### config.mk
export PLATFORM = sky130hd
export DESIGN_NAME = uart_tx_ctrl_flat
export DESIGN_NICKNAME = d
export VERILOG_FILES = /design/src/rtl/uart_tx_ctrl_pkg.sv /design/src/rtl/uart_tx_ctrl_if.sv /design/src/rtl/uart_tx_ctrl_baud_gen.sv /design/src/rtl/uart_tx_ctrl.sv /design/src/flat_wrapper.sv
export SDC_FILE = /design/constraint.sdc
export NUM_CORES = 1
export LEC_CHECK = 0
export ABC_AREA = 1
export CORE_ASPECT_RATIO = 0.6
export CORE_UTILIZATION = 42
export CTS_CLUSTER_DIAMETER = 80
export DETAILED_ROUTE_END_ITERATION = 10
export DONT_BUFFER_PORTS = 1
export PLACE_DENSITY_LB_ADDON = 0.1
export SLEW_MARGIN = 20
export SYNTH_ARGS = -nofsm -noshare
export SYNTH_HDL_FRONTEND = slang
export SYNTH_HIERARCHICAL = 1
export SYNTH_SLANG_ARGS = --single-unit
### constraint.sdc
create_clock -name pClk -period 3.8 [get_ports pClk]
set_input_delay 1.14 -clock pClk [delete_from_list [all_inputs] [get_ports pClk]]
set_output_delay 1.14 -clock pClk [all_outputs]
set_load 0.01 [all_outputs]
### src/rtl/uart_tx_ctrl_pkg.sv
// -----------------------------------------------------------------------------
// uart_tx_ctrl_pkg
// Shared definitions for the UART transmit controller and its baud generator:
// default parameters, the TX sequencer state encoding, the register-bank
// address map and the Control/Status bit positions.
// No ports (package).
// -----------------------------------------------------------------------------
package uart_tx_ctrl_pkg;

    localparam int UBRR_W_DEF     = 12;
    localparam int OVERSAMPLE_DEF = 16;
    localparam int FRAME_BITS_DEF = 10;
    localparam int TO_MARGIN_DEF  = 2;

    // state | meaning
    // IDLE  | waiting for a byte in the holding buffer with TxEn set
    // LOAD  | shifter captures the buffer, buffer reported empty again
    // ALIGN | waiting for a bit boundary to issue TxStart
    // BUSY  | frame on the line, counting bit periods for the timeout
    // DONE  | frame finished: chain next byte or raise TXC
    typedef enum logic [2:0] {
        ST_IDLE,
        ST_LOAD,
        ST_ALIGN,
        ST_BUSY,
        ST_DONE
    } tx_state_e;

    localparam logic [7:0] ADDR_TX_BUF = 8'h00;
    localparam logic [7:0] ADDR_RX_BUF = 8'h01;
    localparam logic [7:0] ADDR_CTRL0  = 8'h02;
    localparam logic [7:0] ADDR_STATUS = 8'h03;
    localparam logic [7:0] ADDR_UBRR_L = 8'h04;
    localparam logic [7:0] ADDR_UBRR_H = 8'h05;

    localparam int CTRL0_TXEN  = 0;
    localparam int CTRL0_RXEN  = 1;
    localparam int CTRL0_TXCIE = 2;
    localparam int CTRL0_UDRIE = 3;

    localparam int STAT_UDRE  = 0;
    localparam int STAT_TXC   = 1;
    localparam int STAT_TXOVR = 2;
    localparam int STAT_TXTO  = 3;

    // Width of a counter that must be able to hold the value 'limit'.
    function automatic int cnt_width(input int limit);
        return (limit < 1) ? 1 : $clog2(limit + 1);
    endfunction

endpackage

### src/rtl/uart_tx_ctrl_if.sv
// -----------------------------------------------------------------------------
// uart_tx_ctrl_if
// Groups the register-bank / shifter handshake of the TX controller.
//   master : register bank + shifter side (drives config, strobes, TxDone)
//   slave  : uart_tx_ctrl (drives ticks, load/start strobes, flags, IRQ)
// -----------------------------------------------------------------------------
interface uart_tx_ctrl_if #(
    parameter int UBRR_W = 12
);
    logic              TxEn;
    logic              TxCIE;
    logic              UDRIE;
    logic [UBRR_W-1:0] Ubrr;
    logic              TxBWrite;
    logic              TxcClr;
    logic              ErrClr;
    logic              TxDone;

    logic              Tick16;
    logic              BitTick;
    logic              TxLoad;
    logic              TxStart;
    logic              UDRE;
    logic              TXC;
    logic              TxOvr;
    logic              TxTo;
    logic              TxIRQ;

    modport master (
        output TxEn, TxCIE, UDRIE, Ubrr, TxBWrite, TxcClr, ErrClr, TxDone,
        input  Tick16, BitTick, TxLoad, TxStart, UDRE, TXC, TxOvr, TxTo, TxIRQ
    );

    modport slave (
        input  TxEn, TxCIE, UDRIE, Ubrr, TxBWrite, TxcClr, ErrClr, TxDone,
        output Tick16, BitTick, TxLoad, TxStart, UDRE, TXC, TxOvr, TxTo, TxIRQ
    );
endinterface

### src/rtl/uart_tx_ctrl_baud_gen.sv
// -----------------------------------------------------------------------------
// uart_tx_ctrl_baud_gen
// Baud tick generator shared by TX and RX. A down-counter reloads from Ubrr
// each time it reaches zero (tick16 period = Ubrr+1 clocks); a sub-counter
// divides tick16 by OVERSAMPLE to produce the bit-period tick.
//   pClk, pReset   clock, async active-low reset
//   en_i           enable; when low the counter is parked at Ubrr, no ticks
//   ubrr_i         baud divisor, sampled only at reload
//   tick16_o       oversample tick
//   bit_tick_o     bit-period tick (coincides with a tick16)
// -----------------------------------------------------------------------------
module uart_tx_ctrl_baud_gen
    import uart_tx_ctrl_pkg::*;
#(
    parameter int UBRR_W     = UBRR_W_DEF,
    parameter int OVERSAMPLE = OVERSAMPLE_DEF
) (
    input  logic              pClk,
    input  logic              pReset,
    input  logic              en_i,
    input  logic [UBRR_W-1:0] ubrr_i,
    output logic              tick16_o,
    output logic              bit_tick_o
);
    localparam int SUB_W = (OVERSAMPLE > 1) ? $clog2(OVERSAMPLE) : 1;

    logic [UBRR_W-1:0] cnt_q, cnt_d;
    logic [SUB_W-1:0]  sub_q, sub_d;
    logic              tick;

    // Reset gating keeps the tick low while pReset is asserted even though
    // the counter resets to zero.
    assign tick       = en_i & pReset & (cnt_q == '0);
    assign tick16_o   = tick;
    assign bit_tick_o = tick & (sub_q == SUB_W'(OVERSAMPLE - 1));

    always_comb begin
        cnt_d = cnt_q;
        sub_d = sub_q;
        if (!en_i) begin
            cnt_d = ubrr_i;
            sub_d = '0;
        end else if (tick) begin
            cnt_d = ubrr_i;
            sub_d = sub_q + 1'b1;   // OVERSAMPLE is a power of two: natural wrap
        end else begin
            cnt_d = cnt_q - 1'b1;
        end
    end

    always_ff @(posedge pClk or negedge pReset) begin
        if (!pReset) begin
            cnt_q <= '0;
            sub_q <= '0;
        end else begin
            cnt_q <= cnt_d;
            sub_q <= sub_d;
        end
    end
endmodule

### src/rtl/uart_tx_ctrl.sv
// -----------------------------------------------------------------------------
// uart_tx_ctrl
// Transmit-side sequencer between the UART register bank and the TX shifter.
// Owns the holding-buffer flag (UDRE), TX-complete (TXC), overrun (TxOvr) and
// TxDone-timeout (TxTo) flags, and sequences TxLoad / bit-aligned TxStart.
//   pClk, pReset   clock, async active-low reset
//   bus (slave)    config, strobes and TxDone in; ticks, strobes, flags, IRQ out
// -----------------------------------------------------------------------------
module uart_tx_ctrl
    import uart_tx_ctrl_pkg::*;
#(
    parameter int UBRR_W     = UBRR_W_DEF,
    parameter int OVERSAMPLE = OVERSAMPLE_DEF,
    parameter int FRAME_BITS = FRAME_BITS_DEF,
    parameter int TO_MARGIN  = TO_MARGIN_DEF
) (
    input  logic          pClk,
    input  logic          pReset,
    uart_tx_ctrl_if.slave bus
);
    localparam int TO_LIMIT = FRAME_BITS + TO_MARGIN;
    localparam int BCNT_W   = cnt_width(TO_LIMIT);

    tx_state_e         state_q;
    logic              load_q;
    logic              udre_q;
    logic              txc_q;
    logic              ovr_q;
    logic              to_q;
    logic [BCNT_W-1:0] bcnt_q;

    logic              tick16;
    logic              bit_tick;
    logic              tx_start;

    uart_tx_ctrl_baud_gen #(
        .UBRR_W     (UBRR_W),
        .OVERSAMPLE (OVERSAMPLE)
    ) u_baud (
        .pClk       (pClk),
        .pReset     (pReset),
        .en_i       (bus.TxEn),
        .ubrr_i     (bus.Ubrr),
        .tick16_o   (tick16),
        .bit_tick_o (bit_tick)
    );

    // TxStart has to land on the very cycle of the bit tick, so it is decoded
    // from the registered state rather than registered itself.
    assign tx_start = (state_q == ST_ALIGN) & bit_tick;

    // Later assignments in this block take priority: clears are written
    // first so a same-cycle set of the flag wins.
    always_ff @(posedge pClk or negedge pReset) begin
        if (!pReset) begin
            state_q <= ST_IDLE;
            load_q  <= 1'b0;
            udre_q  <= 1'b1;
            txc_q   <= 1'b0;
            ovr_q   <= 1'b0;
            to_q    <= 1'b0;
            bcnt_q  <= '0;
        end else begin
            load_q <= 1'b0;

            if (bus.ErrClr) begin
                ovr_q <= 1'b0;
                to_q  <= 1'b0;
            end
            if (bus.TxcClr) begin
                txc_q <= 1'b0;
            end
            // Buffer occupancy is judged on the registered flag, so a write
            // during LOAD still counts as an overrun.
            if (bus.TxBWrite) begin
                if (udre_q) begin
                    udre_q <= 1'b0;
                end else begin
                    ovr_q <= 1'b1;
                end
            end

            unique case (state_q)
                ST_IDLE: begin
                    if (!udre_q && bus.TxEn) begin
                        state_q <= ST_LOAD;
                        load_q  <= 1'b1;
                    end
                end
                ST_LOAD: begin
                    udre_q  <= 1'b1;
                    txc_q   <= 1'b0;
                    state_q <= ST_ALIGN;
                end
                ST_ALIGN: begin
                    if (!bus.TxEn) begin
                        state_q <= ST_IDLE;
                    end else if (bit_tick) begin
                        bcnt_q  <= '0;
                        state_q <= ST_BUSY;
                    end
                end
                ST_BUSY: begin
                    if (bus.TxDone) begin
                        state_q <= ST_DONE;
                    end else if (bit_tick) begin
                        bcnt_q <= bcnt_q + 1'b1;
                        if (bcnt_q == BCNT_W'(TO_LIMIT - 1)) begin
                            to_q    <= 1'b1;
                            state_q <= ST_DONE;
                        end
                    end
                end
                ST_DONE: begin
                    if (!udre_q && bus.TxEn) begin
                        state_q <= ST_LOAD;
                        load_q  <= 1'b1;
                    end else begin
                        txc_q   <= 1'b1;
                        state_q <= ST_IDLE;
                    end
                end
                default: begin
                    state_q <= ST_IDLE;
                end
            endcase
        end
    end

    assign bus.Tick16  = tick16;
    assign bus.BitTick = bit_tick;
    assign bus.TxLoad  = load_q;
    assign bus.TxStart = tx_start;
    assign bus.UDRE    = udre_q;
    assign bus.TXC     = txc_q;
    assign bus.TxOvr   = ovr_q;
    assign bus.TxTo    = to_q;
    assign bus.TxIRQ   = pReset & ((bus.TxCIE & txc_q)
                                 | (bus.UDRIE & udre_q & bus.TxEn)
                                 | ovr_q | to_q);
endmodule
### src/flat_wrapper.sv
// flat-port wrapper written by rule: the top's interface ports become plain ports
module uart_tx_ctrl_flat import uart_tx_ctrl_pkg::*;
#(
    parameter int UBRR_W     = UBRR_W_DEF,
    parameter int OVERSAMPLE = OVERSAMPLE_DEF,
    parameter int FRAME_BITS = FRAME_BITS_DEF,
    parameter int TO_MARGIN  = TO_MARGIN_DEF
)
  (pClk, pReset, bus_TxEn, bus_TxCIE, bus_UDRIE, bus_Ubrr, bus_TxBWrite, bus_TxcClr, bus_ErrClr, bus_TxDone, bus_Tick16, bus_BitTick, bus_TxLoad, bus_TxStart, bus_UDRE, bus_TXC, bus_TxOvr, bus_TxTo, bus_TxIRQ);
  uart_tx_ctrl_if #(.UBRR_W(UBRR_W)) bus_i ();
  input  logic pClk;
  input  logic pReset;
  input wire logic [$bits(bus_i.TxEn)-1:0] bus_TxEn;
  input wire logic [$bits(bus_i.TxCIE)-1:0] bus_TxCIE;
  input wire logic [$bits(bus_i.UDRIE)-1:0] bus_UDRIE;
  input wire logic [$bits(bus_i.Ubrr)-1:0] bus_Ubrr;
  input wire logic [$bits(bus_i.TxBWrite)-1:0] bus_TxBWrite;
  input wire logic [$bits(bus_i.TxcClr)-1:0] bus_TxcClr;
  input wire logic [$bits(bus_i.ErrClr)-1:0] bus_ErrClr;
  input wire logic [$bits(bus_i.TxDone)-1:0] bus_TxDone;
  output wire logic [$bits(bus_i.Tick16)-1:0] bus_Tick16;
  output wire logic [$bits(bus_i.BitTick)-1:0] bus_BitTick;
  output wire logic [$bits(bus_i.TxLoad)-1:0] bus_TxLoad;
  output wire logic [$bits(bus_i.TxStart)-1:0] bus_TxStart;
  output wire logic [$bits(bus_i.UDRE)-1:0] bus_UDRE;
  output wire logic [$bits(bus_i.TXC)-1:0] bus_TXC;
  output wire logic [$bits(bus_i.TxOvr)-1:0] bus_TxOvr;
  output wire logic [$bits(bus_i.TxTo)-1:0] bus_TxTo;
  output wire logic [$bits(bus_i.TxIRQ)-1:0] bus_TxIRQ;
  assign bus_i.TxEn = bus_TxEn;
  assign bus_i.TxCIE = bus_TxCIE;
  assign bus_i.UDRIE = bus_UDRIE;
  assign bus_i.Ubrr = bus_Ubrr;
  assign bus_i.TxBWrite = bus_TxBWrite;
  assign bus_i.TxcClr = bus_TxcClr;
  assign bus_i.ErrClr = bus_ErrClr;
  assign bus_i.TxDone = bus_TxDone;
  assign bus_Tick16 = bus_i.Tick16;
  assign bus_BitTick = bus_i.BitTick;
  assign bus_TxLoad = bus_i.TxLoad;
  assign bus_TxStart = bus_i.TxStart;
  assign bus_UDRE = bus_i.UDRE;
  assign bus_TXC = bus_i.TXC;
  assign bus_TxOvr = bus_i.TxOvr;
  assign bus_TxTo = bus_i.TxTo;
  assign bus_TxIRQ = bus_i.TxIRQ;
  uart_tx_ctrl #(.UBRR_W(UBRR_W), .OVERSAMPLE(OVERSAMPLE), .FRAME_BITS(FRAME_BITS), .TO_MARGIN(TO_MARGIN)) u_core (.pClk(pClk), .pReset(pReset), .bus(bus_i));
endmodule
==> flow_metrics.env <==
export IMPL_setup_violations=0
export IMPL_grt_pass1_wl_um=6030
export IMPL_syn_area_per_cell_um2=7.213
export IMPL_hp_class="flop to flop"
export IMPL_total_power_w=0.0007991
export IMPL_ys_flop_type="dfrtp_1"
export IMPL_timing_final_crit_share=0.8278
export IMPL_r2r_cells=12
export IMPL_cp_max_fo=30
export IMPL_antenna_found_initial=0
export IMPL_min_period_ps=3146
export IMPL_ys_warn_count=6
export IMPL_syn2layout_area_growth_pct=5.041
export IMPL_syn_inst=234
export IMPL_start_kind="primary input"
export IMPL_clk_latency_ps=270
export IMPL_grt_total_usage=0.1870
export IMPL_globalplace_congestion=0.9144
export IMPL_vias=1373
export IMPL_diodes=0
export IMPL_cp_data_arrival_time_ps=2010
export IMPL_powerDensity_mw_per_mm2=450.7
export IMPL_io_buffers=0
export IMPL_crit_type="primary input to primary output"
export IMPL_postCtsSetupRepairBufs=0
export IMPL_synth_most_common_cell="nand2_1"
export IMPL_relSlewSlack=0.7701
export IMPL_nets=263
export IMPL_worstPathRequired_ps=2660
export IMPL_wl_per_cell_um=12.84
export IMPL_clock_skew_ps=4.006
export IMPL_cap_violations=0
export IMPL_grt_overflow_total=0
export IMPL_ys_ff_latch=28
export IMPL_viasPerCell=4.835
export IMPL_violations="design-rule violations"
export IMPL_root_buffer="clkbuf_8"
export IMPL_grt_setup_unrepaired="false"
export IMPL_drt_total_wl_um=3647
export IMPL_initial_utilization=0.4483
export IMPL_reg2reg_from="u_core/u_baud/cnt_q[0]"
export IMPL_min_from="u_core/u_baud/cnt_q[0]"
export IMPL_hold_depth=1
export IMPL_cts_resized=0
export IMPL_post_dp_hpwl_um=2826
export IMPL_tightest_slew_ps=343.5
export IMPL_outcome="complete, but fails checks"
export IMPL_clock_fmax_ghz=0.3179
export IMPL_die_x_um=83.84
export IMPL_die_y_um=51.11
export IMPL_yosysUniqueCellTypes=27
export IMPL_cts_num_sinks=28
export IMPL_postRouteAntennaNets=0
export IMPL_layout_drive_gt1_share=0.09705
export IMPL_cts_tree="yes"
export IMPL_synth_nets=259
export IMPL_grt_pass1_vias=1217
export IMPL_grt_max_degree=31
export IMPL_synth_top_area_frac=0.4003
export IMPL_drt_iter0_drc=55
export IMPL_ys_top_cells_by_area="dfrtp_1, nand2_1, nor2_1, inv_1, nand3_1"
export IMPL_boundaryPins=30
export IMPL_tns_ps=0
export IMPL_path_clk_slew_ps=90
export IMPL_synth_edf_count=0
export IMPL_slew_violations=0
export IMPL_yosysTopAreaCell="dfrtp_1"
export IMPL_ys_seq_area_frac=0.4159
export IMPL_placementRows=17
export IMPL_first_pass_iters=7
export IMPL_async_reset_ff_frac=1.000
export IMPL_numCtsBuffers=3
export IMPL_ys_top_cells_by_count="nand2_1, nor2_1, inv_1"
export IMPL_cp_end_kind="primary output"
export IMPL_core_region_area_mm2=0.003765
export IMPL_irDropWorstVdd_mv=0.2933
export IMPL_hold_viol=0
export IMPL_dieArea_mm2=0.004285
export IMPL_ctsHoldBuffers=0
export IMPL_ctsHtreeMaxLevel=1
export IMPL_crit_start="pReset"
export IMPL_syn_area_mm2=0.001688
export IMPL_route_detailed_drc=1
export IMPL_ctsLongestPathBuffers=2
export IMPL_leakagePower_nw=0.9111
[cells in the final DEF, fill, tap and decap left out, types with 2 or more instances in the layout]
cell type / instances
nand2_1: 61
nor2_1: 36
inv_1: 31
dfrtp_1: 27
nand3_1: 20
o21ai_0: 12
nor2_2: 6
a21oi_1: 6
inv_2: 4
xor2_1: 4
ha_1: 4
clkbuf_8: 3
nand2_2: 3
nand3_2: 2
nor3_1: 2
o21bai_1: 2
nand2_4: 2
nand4_1: 2
[per-stage QoR]
step	instances	hold slack, ps	utilization	cell area, µm²	setup slack (ps)
2_1_floorplan	234	435.2	-	1688	267.3
5_1_grt	284	522.1	0.4709	1773	600.3
4_1_cts	284	479.0	0.4709	1773	644.9
3_3_place_gp	280	465.4	0.4590	1728	700.4
6_report	284	480.0	0.4709	1773	654.2
3_5_place_dp	280	466.0	0.4590	1728	646.9
[sequential cells by signal, summed over array words and instances (netlist names)]
register,flops
u_core/u_baud/cnt_q,12
u_core/bcnt_q,4
u_core/u_baud/sub_q,4
u_core/state_q,3
u_core/bus.TXC,1
u_core/bus.TxLoad,1
u_core/bus.TxOvr,1
u_core/bus.TxTo,1
u_core/bus.UDRE,1
[report_power, final]
part           switching [W]  leakage (nW)  internal (W)
Clock              0.0000890        0.0228     0.0000751
Combinational       0.000155         0.537     0.0000797
Sequential         0.0000548         0.351      0.000345
Total               0.000299         0.911      0.000500
[cells by family (layout without fill, tap and decap cells)]
family	after synthesis	count (layout)	share of synthesized area
compound gates	24	24	0.08007
xor+xnor	5	5	0.02594
fa+ha+maj	4	4	0.02965
buf+inv	37	40	0.09340
flops	28	28	0.4159
simple gates	136	136	0.3551
[metal layers]
metal,part of all wire,GRT usage,up-vias
met5,0,0,-
met4,0.0027,0.02586,0
met3,0.050,0.04685,2
met2,0.32,0.2158,27
met1,0.63,0.3255,610
li1,-,-,734
[critical path, stage by stage]
cell     delay (ps)
nand3_1          70
nor2_2          150
nand2_4         100
nor3_1          270
inv_1            70
nor2_1          200
[final timing paths]
check | endpoint | slack (ps)
max in group asynchronous | u_core/bus.UDRE | 3070
setup reg to reg | u_core/state_q[0] | 1710
min in group asynchronous | u_core/u_baud/cnt_q[4] | 550
hold reg to reg | u_core/u_baud/cnt_q[0] | 480
hold / removal | u_core/u_baud/cnt_q[0] | 480
setup / recovery | bus_TxStart | 650
[area by class of cell]
cell class                 count  area, µm²
fill                         406       1992
multi-input combinational    169      828.3
sequential                    28      701.9
timing repair buffer           1      7.507
inverter                      35      131.4
tap                           47      58.81
clock buffer                   4      45.04
(Power assumes the default switching activity.)
